<file path="config.mk">
export PLATFORM = sky130hd
export DESIGN_NAME = zigzag_buffer
export DESIGN_NICKNAME = d
export VERILOG_FILES = /design/src/rtl/zigzag_buffer.sv
export SDC_FILE = /design/constraint.sdc
export NUM_CORES = 1
export LEC_CHECK = 0
export BUFFER_PORTS_ARGS = -buffer_cell sky130_fd_sc_hd__buf_2
export CORE_UTILIZATION = 50
export CTS_CLUSTER_SIZE = 10
export DETAILED_ROUTE_END_ITERATION = 8
export GPL_TIMING_DRIVEN = 0
export HOLD_SLACK_MARGIN = 0.1
export PLACE_DENSITY = 0.66
export RECOVER_POWER = 100
export SLEW_MARGIN = 10
export SYNTH_ARGS = -nofsm -noshare
export SYNTH_HDL_FRONTEND = slang
export SYNTH_SLANG_ARGS = --single-unit
</file>
<file path="constraint.sdc">
create_clock -name clk -period 7.7 [get_ports clk]
set_input_delay 1.54 -clock clk [delete_from_list [all_inputs] [get_ports clk]]
set_output_delay 1.54 -clock clk [all_outputs]
set_load 0.01 [all_outputs]
</file>
<file path="src/rtl/zigzag_buffer.sv">
// zigzag_buffer: ping-pong 8x8 coefficient store that accepts row-parallel
// writes and streams each completed block out serially in JPEG zigzag order.
module zigzag_buffer (
    input  logic        clk,
    input  logic        reset,
    input  logic        in_valid,
    input  logic [63:0] data_in,
    input  logic [14:0] cnt_in,
    output logic        out_valid,
    input  logic        out_ready,
    output logic [7:0]  out_data,
    output logic [5:0]  out_index,
    output logic        out_last,
    output logic        overflow
);

    typedef enum logic {
        IDLE,
        STREAM
    } state_t;

    // Zigzag position -> row*8+col address inside one bank.
    localparam logic [5:0] ZIGZAG [64] = '{
        6'd0,  6'd1,  6'd8,  6'd16, 6'd9,  6'd2,  6'd3,  6'd10,
        6'd17, 6'd24, 6'd32, 6'd25, 6'd18, 6'd11, 6'd4,  6'd5,
        6'd12, 6'd19, 6'd26, 6'd33, 6'd40, 6'd48, 6'd41, 6'd34,
        6'd27, 6'd20, 6'd13, 6'd6,  6'd7,  6'd14, 6'd21, 6'd28,
        6'd35, 6'd42, 6'd49, 6'd56, 6'd57, 6'd50, 6'd43, 6'd36,
        6'd29, 6'd22, 6'd15, 6'd23, 6'd30, 6'd37, 6'd44, 6'd51,
        6'd58, 6'd59, 6'd52, 6'd45, 6'd38, 6'd31, 6'd39, 6'd46,
        6'd53, 6'd60, 6'd61, 6'd54, 6'd47, 6'd55, 6'd62, 6'd63
    };

    logic [7:0] mem_q [128];
    logic [1:0] full_q;
    logic [1:0] full_d;
    logic       wrBank_q;
    logic       rdBank_q;
    logic       overflow_q;
    state_t     state_q;
    logic       outValid_q;
    logic [7:0] outData_q;
    logic [5:0] outIndex_q;
    logic       outLast_q;

    logic [2:0] wrRow;
    logic       wrAccept;
    logic       wrDrop;
    logic       wrDone;
    logic       rdDone;
    logic       otherBank;
    logic [5:0] nextIndex;
    logic       unusedCntBits;

    // The upper counter bits belong to the wider pipeline and carry no meaning here.
    assign unusedCntBits = ^cnt_in[14:3];

    // Decode the incoming row, classify the write, and merge set/clear of the full flags.
    // A completing write and a completing read always refer to different banks,
    // because a write only lands in an empty bank and a read only drains a full one.
    always_comb begin
        wrRow     = cnt_in[2:0] - 3'd3;
        wrAccept  = in_valid && !full_q[wrBank_q];
        wrDrop    = in_valid && full_q[wrBank_q];
        wrDone    = wrAccept && (wrRow == 3'd7);
        rdDone    = (state_q == STREAM) && out_ready && (outIndex_q == 6'd63);
        otherBank = ~rdBank_q;
        nextIndex = outIndex_q + 6'd1;
        full_d    = full_q;
        if (wrDone) begin
            full_d[wrBank_q] = 1'b1;
        end
        if (rdDone) begin
            full_d[rdBank_q] = 1'b0;
        end
    end

    // Write-side bookkeeping: bank occupancy, write pointer and the sticky drop flag.
    always_ff @(posedge clk) begin
        if (reset) begin
            full_q     <= 2'b00;
            wrBank_q   <= 1'b0;
            overflow_q <= 1'b0;
        end else begin
            full_q <= full_d;
            if (wrDone) begin
                wrBank_q <= ~wrBank_q;
            end
            if (wrDrop) begin
                overflow_q <= 1'b1;
            end
        end
    end

    // Coefficient storage; contents survive reset since the full flags gate their use.
    always_ff @(posedge clk) begin
        if (wrAccept) begin
            for (int c = 0; c < 8; c++) begin
                mem_q[{wrBank_q, wrRow, 3'(c)}] <= data_in[63 - 8*c -: 8];
            end
        end
    end

    // Read FSM with registered outputs; hands over to the other bank without a bubble.
    always_ff @(posedge clk) begin
        if (reset) begin
            state_q    <= IDLE;
            rdBank_q   <= 1'b0;
            outValid_q <= 1'b0;
            outData_q  <= 8'd0;
            outIndex_q <= 6'd0;
            outLast_q  <= 1'b0;
        end else begin
            case (state_q)
                IDLE: begin
                    if (full_q[rdBank_q]) begin
                        state_q    <= STREAM;
                        outValid_q <= 1'b1;
                        outData_q  <= mem_q[{rdBank_q, ZIGZAG[0]}];
                        outIndex_q <= 6'd0;
                        outLast_q  <= 1'b0;
                    end
                end
                STREAM: begin
                    if (out_ready) begin
                        if (outIndex_q != 6'd63) begin
                            outData_q  <= mem_q[{rdBank_q, ZIGZAG[nextIndex]}];
                            outIndex_q <= nextIndex;
                            outLast_q  <= (nextIndex == 6'd63);
                        end else begin
                            rdBank_q   <= otherBank;
                            outIndex_q <= 6'd0;
                            outLast_q  <= 1'b0;
                            if (full_q[otherBank]) begin
                                outData_q <= mem_q[{otherBank, ZIGZAG[0]}];
                            end else begin
                                state_q    <= IDLE;
                                outValid_q <= 1'b0;
                            end
                        end
                    end
                end
                default: begin
                    state_q    <= IDLE;
                    outValid_q <= 1'b0;
                end
            endcase
        end
    end

    assign out_valid = outValid_q;
    assign out_data  = outData_q;
    assign out_index = outIndex_q;
    assign out_last  = outLast_q;
    assign overflow  = overflow_q;

endmodule
</file>
==> results of run 1 <==
power breakdown:
group          switching (mW)  internal [mW]  leakage [nW]
clock                    2.14           2.77          1.55
combinational           0.302         0.0744          3.90
sequential             0.0188           6.34          9.43
total                    2.46           9.19          14.9
synth_stat cells, drive strengths merged, types with 7 or more instances:
cell type,number,area share [%]
inv,10,0.090
nor4,11,0.21
a21oi,56,0.67
nor2,69,0.63
a21o,7,0.13
a32oi,37,0.77
mux2i,68,1.6
a31oi,30,0.45
o211ai,21,0.38
dfxtp,23,1.1
a211oi,12,0.22
and3,23,0.36
ha,13,0.39
buf,100,1.2
clkbuf,57,0.51
edfxtp,1024,73
nand3,250,3.0
mux4,129,6.9
a22oi,37,0.66
o21ai,27,0.32
nor3,24,0.29
nand4,36,0.54
a221oi,7,0.15
nand2,445,4.0
per-stage QoR:
| stage | hold slack [ns] | std cells | TNS, ns | power [mW] |
|---|---|---|---|---|
| after global routing | 0.531 | 4029 | 0 | 11.9 |
| after floorplan | 0.509 | 2612 | 0 | 6.62 |
| after global placement | 0.470 | 3769 | -983.44 | 6.84 |
| after detailed placement | 0.485 | 3839 | 0 | 6.86 |
| after CTS | 0.498 | 4029 | 0 | 11.6 |
| final | 0.509 | 4033 | 0 | 11.6 |
worst paths after layout:
| check | start | end | slack, ns | cells after the start |
|---|---|---|---|---|
| max | out_index[0]$_SDFFE_PP0P_ | out_data[3]$_SDFFE_PP0P_ | 0.63 | 18 |
| min reg2reg | overflow$_SDFFE_PP0P_ | overflow$_SDFFE_PP0P_ | 0.51 | 1 |
| min | overflow$_SDFFE_PP0P_ | overflow$_SDFFE_PP0P_ | 0.51 | 1 |
| max reg2reg | out_index[0]$_SDFFE_PP0P_ | out_data[3]$_SDFFE_PP0P_ | 0.63 | 18 |
area by class of cell:
class | count | area share (%)
well taps | 1070 | 2.84
flip-flops and latches | 1047 | 66.1
clock buffers | 184 | 6.69
clock inverters | 6 | 0.159
multi-input cells | 1396 | 21.1
diodes | 4 | 0.0212
repair buffers | 157 | 1.39
inverters | 12 | 0.0955
plain buffers | 157 | 1.58
cell families after synthesis:
logic type / share of synthesized area [%]
simple gates: 9.62
compound gates: 4.75
xor+xnor: 0.161
buf+inv: 1.87
fa+ha+maj: 0.388
mux: 8.72
flops: 74.5
worst register-to-register path, delay by kind of cell (launching register included):
family                   cells  cell delay, ns
AO/OA/AOI/OAI                4            1.22
adder cells (fa/ha/maj)      1            0.35
buffers and inverters        7            2.72
flip-flops                   1            0.53
AND/OR/NAND/NOR              6            2.18
per-layer routing:
metal / GRT usage, % / vias up / share of wire [%]
met5: 0 / - / 0.043
met4: 21.3 / 8 / 7.3
met3: 11.5 / 511 / 15
met2: 50.2 / 2344 / 43
met1: 45.6 / 13600 / 35
li1: - / 10800 / -
sequential cells by signal (all words and copies together), names as in the netlist, named ones only:
register	cells
out_valid	1
rdBank_q	1
out_index	6
mem_q	1024
full_q	2
out_data	8
state_q	1
wrBank_q	1
out_last	1
overflow	1
cell usage in the layout (no fill, tap or decap), types with 36 or more instances in the layout:
cell type,n
buf_2,74
a32oi_1,37
nand4_1,36
nand2_1,443
a21oi_1,55
a22oi_1,37
nand3_1,249
clkbuf_16,116
mux4_2,129
nor2_1,64
clkbuf_1,266
mux2i_1,68
edfxtp_1,1024
==> impl_metrics.json, run 1 <==
{
  "status": "finished, violations left",
  "worst_pin_slew_ns": 2.54,
  "gp_congestion": 1.01,
  "path_cells": "clkbuf_1 -> buf_4 -> clkinv_1 -> ha_1 -> clkbuf_1 -> nor3_1 -> o21ai_0 -> a2111oi_0 -> a311oi_1 -> or2_1 -> buf_2 -> clkbuf_2 -> nor2_1 -> clkbuf_2 -> a22oi_1 -> nand3_1 -> nor4_1 -> nor3_1",
  "grt_pass1_vias": 26000,
  "syn_avg_cell_area_um2": 16.0,
  "io_pins": 100,
  "synthArstFlopShare_pct": 0,
  "nNetsFinal": 2982,
  "avgRoutedWirePerCell_um": 36.7,
  "grt-ovfl-total": 0,
  "postSynthCellCount": 2612,
  "core_area_mm2": 0.0825,
  "final_layout_size_suffix_gt1_share_pct": 12.9,
  "fin_crit_ns": 7.07,
  "vias": 27300,
  "clockBufferDepth": 3,
  "numCtsBuffers": 115,
  "clock_skew_ns": 0.0201,
  "p_leak_nw": 14.9,
  "arrival_ns": 7.67,
  "post_cts_resized": 0,
  "pre_cts_slack_ns": 1.11,
  "fin_crit_sh_pct": 91.8,
  "drtIter0Drc": 4732,
  "multiInputGateArea_mm2": 0.00995,
  "relSlewSlack_pct": -69.1,
  "insertion_delay_ns": 0.68,
  "fin_util_pct": 57.2,
  "antenna_found_initial": 7,
  "regArea_mm2": 0.0312,
  "syn_area_mm2": 0.0419,
  "first_pass_iters": 6,
  "place.port_buffers": 87,
  "critPathRequiredTime_ns": 8.31,
  "cts_tree": "yes",
  "start_util_pct": 50.8,
  "max_cap_violations": 20,
  "setup_ws_ns": 0.631,
  "die_height_um": 291,
  "slowest_stage": "nor2_1",
  "grt_setup_unrepaired": "no",
  "synth_flop_cell": "edfxtp_1",
  "critPathBufInv": 7,
  "cts.sinks": 1047,
  "crit_path_end_kind": "flip-flop",
  "synth_cell_type_count": 76,
  "setup_viol": 0,
  "dpl.hpwl_um": 95300,
  "hp-class": "flip-flop to flip-flop",
  "cts-root-buf": "clkbuf_16",
  "clk_pin_slew_worst_paths_ns": 0.05,
  "design_area_mm2": 0.0472,
  "cts_setup_buffers": 0,
  "ys_warn_count": 0,
  "yosysSeqAreaShare_pct": 74.5,
  "grt_pass1_wl_um": 202000,
  "synth-edff-count": 1024,
  "path_class": "flip-flop to flip-flop",
  "final_max_slew_viol_count": 481,
  "n_fill_cell": 6356,
  "holdBufCountCts": 0,
  "antenna_left": 0,
  "powerDensity_mw_per_mm2": 247,
  "cp-start-kind": "flip-flop",
  "htree_levels": 3,
  "path_max_fanout": 11,
  "wirelength_um": 148000,
  "dpl-instance-area_mm2": 0.0446,
  "ys_seq_elements": 1047,
  "worst_path_largest_cell_delay_ns": 1.09,
  "ir_worst_vdd_v": 0.000197,
  "grt_max_degree": 34,
  "die-area_mm2": 0.0850,
  "rows": 105,
  "remaining_drc_errors": 0,
  "die_w_um": 291,
  "hold_violations": 0,
  "syn_nets": 2708,
  "synthToLayoutAreaGrowth_pct": 12.6,
  "critPathTopFamily": "buffers and inverters",
  "violations": "max-capacitance violations, max-slew violations",
  "avgViaCountPerCell": 6.78,
  "fmax_mhz": 141,
  "grt_util_all_layers_pct": 34.7
}
Power figures use the tool's default switching activity.
==> run 2: changes to the inputs <==
--- a/config.mk
+++ b/config.mk
@@ -12,7 +12,7 @@
 export GPL_TIMING_DRIVEN = 0
 export HOLD_SLACK_MARGIN = 0.1
 export PLACE_DENSITY = 0.66
-export RECOVER_POWER = 100
+export RECOVER_POWER = 50
 export SLEW_MARGIN = 10
 export SYNTH_ARGS = -nofsm -noshare
 export SYNTH_HDL_FRONTEND = slang
==> impl_metrics.json, run 2 (same netlist as run 1, synthesis figures left out) <==
{
  "start_util_pct": 50.8,
  "n_fill_cell": 6252,
  "dpl-instance-area_mm2": 0.0446,
  "regArea_mm2": 0.0312,
  "final_common_cell": "edfxtp_1",
  "reg2reg_depth": 15,
  "worst_path_largest_cell_delay_ns": 0.96,
  "clk_pin_slew_worst_paths_ns": 0.06,
  "pre_cts_slack_ns": 1.11,
  "whs_endpoint": "overflow$_SDFFE_PP0P_",
  "path_class": "flip-flop to flip-flop",
  "powerDensity_mw_per_mm2": 244,
  "insertion_delay_ns": 0.68,
  "design_area_mm2": 0.0478,
  "grt_max_degree": 34,
  "final_max_slew_viol_count": 0,
  "reg2reg_to": "out_data[4]$_SDFFE_PP0P_",
  "max_cap_violations": 0,
  "core_area_mm2": 0.0825,
  "dpl.hpwl_um": 95300,
  "htree_levels": 3,
  "fin_crit_sh_pct": 89.0,
  "crit_path_end_kind": "flip-flop",
  "status": "finished clean",
  "ir_worst_vdd_v": 0.000196,
  "fin_crit_ns": 6.86,
  "regMostFlops": "mem_q",
  "cp-start-kind": "flip-flop",
  "hp-start": "overflow$_SDFFE_PP0P_",
  "avgRoutedWirePerCell_um": 36.7,
  "path_cells": "ha_1 -> ha_1 -> buf_2 -> buf_2 -> inv_1 -> ha_1 -> nor2_1 -> o32ai_1 -> mux2i_1 -> clkbuf_1 -> clkbuf_1 -> clkbuf_1 -> o211ai_1 -> a21o_1 -> a31oi_1",
  "hold_depth": 1,
  "nNetsFinal": 2982,
  "antenna_left": 0,
  "post_cts_resized": 0,
  "rows": 105,
  "grt_setup_unrepaired": "no",
  "remaining_drc_errors": 0,
  "hp-class": "flip-flop to flip-flop",
  "relSlewSlack_pct": 4.58,
  "clockBufferDepth": 3,
  "fmax_mhz": 146,
  "critPathRequiredTime_ns": 8.30,
  "antenna_found_initial": 8,
  "grt_util_all_layers_pct": 34.7,
  "final_cell_mix": "edfxtp_1, nand2_1, nand3_1",
  "holdBufCountCts": 0,
  "grt-ovfl-total": 0,
  "clock_skew_ns": 0.0204,
  "synthToLayoutAreaGrowth_pct": 14.0,
  "die-area_mm2": 0.0850,
  "wirelength_um": 148000,
  "multiInputGateArea_mm2": 0.0100,
  "cts.sinks": 1047,
  "cts_setup_buffers": 0,
  "path_max_fanout": 10,
  "io_pins": 100,
  "place.port_buffers": 87,
  "gp_congestion": 1.01,
  "largest_reg_flops": 1024,
  "worst_pin_slew_ns": 1.43,
  "cts-root-buf": "clkbuf_16",
  "p_leak_nw": 15.3,
  "hold_violations": 0,
  "avgViaCountPerCell": 6.77,
  "first_pass_iters": 8,
  "die_w_um": 291,
  "reg2reg_from": "out_index[1]$_SDFFE_PP0P_",
  "slowest_stage": "clkbuf_1",
  "drtIter0Drc": 4801,
  "final_layout_size_suffix_gt1_share_pct": 16.1,
  "numCtsBuffers": 115,
  "fin_total_pwr_mw": 11.7,
  "grt_pass1_vias": 26000,
  "rrSetupSlack_ns": 0.84,
  "die_height_um": 291,
  "vias": 27300,
  "setup_viol": 0,
  "setup_ws_ns": 0.843,
  "grt_pass1_wl_um": 202000,
  "arrival_ns": 7.45,
  "cts_tree": "yes"
}
## run 2: cell count changes in the layout (fill, tap and decap cells not counted), sizes merged
cell / previous run / this run
buf: 109 / 190
diode: 4 / 5
clkbuf: 389 / 308
## run 2: metrics by stage
step           hold WS (ns)  util [%]  std cells  TNS (ns)
6_report              0.507      57.9       4034         0
5_1_grt               0.527      57.9       4029         0
4_1_cts               0.498      58.0       4029         0
3_5_place_dp          0.485      54.1       3839         0
3_3_place_gp          0.470      52.9       3769   -983.44
2_1_floorplan         0.509         -       2612         0
## run 2: power by group
group	internal (mW)	total [mW]	switching, mW
sequential	6.34	6.36	0.0187
combinational	0.0848	0.390	0.305
clock	2.77	4.91	2.14
total	9.20	11.7	2.47
## run 2: area by class of cell
| class | instances | share of cell area [%] |
|---|---|---|
| flip-flops and latches | 1047 | 65.3 |
| multi-input cells | 1396 | 21.0 |
| clock buffers | 184 | 6.61 |
| well taps | 1070 | 2.80 |
| repair buffers | 157 | 2.44 |
| plain buffers | 157 | 1.56 |
| clock inverters | 6 | 0.157 |
| inverters | 12 | 0.0943 |
| diodes | 5 | 0.0262 |
## run 2: worst max path at each step
stage | to | from | slack (ns)
CTS | out_data[5]$_SDFFE_PP0P_ | out_index[0]$_SDFFE_PP0P_ | 1.09
detailed placement | out_data[5]$_SDFFE_PP0P_ | out_index[0]$_SDFFE_PP0P_ | 1.11
floorplan | full_q[0]$_SDFF_PP0_ | cnt_in[0] | 0.74
global route | out_data[2]$_SDFFE_PP0P_ | out_index[0]$_SDFFE_PP0P_ | 0.77
finish | out_data[4]$_SDFFE_PP0P_ | out_index[1]$_SDFFE_PP0P_ | 0.84
global placement | mem_q[49][0]$_DFFE_PP_ | cnt_in[1] | -2.69
## run 2: critical path: cells and delay by family, from the launching register on
family	cells	cell delay (ns)
multiplexers	1	0.77
flip-flops	1	0.63
buffers and inverters	6	3.19
AO/OA/AOI/OAI	4	1.08
AND/OR/NAND/NOR	1	0.13
adder cells (fa/ha/maj)	3	0.95
## run 2: layer usage
metal | GRT usage [%] | share of wire [%] | vias to the layer above
met5 | 0 | 0.043 | -
met4 | 21.3 | 7.1 | 8
met3 | 11.5 | 15 | 479
met2 | 50.2 | 43 | 2338
met1 | 45.6 | 34 | 13700
li1 | - | - | 10800
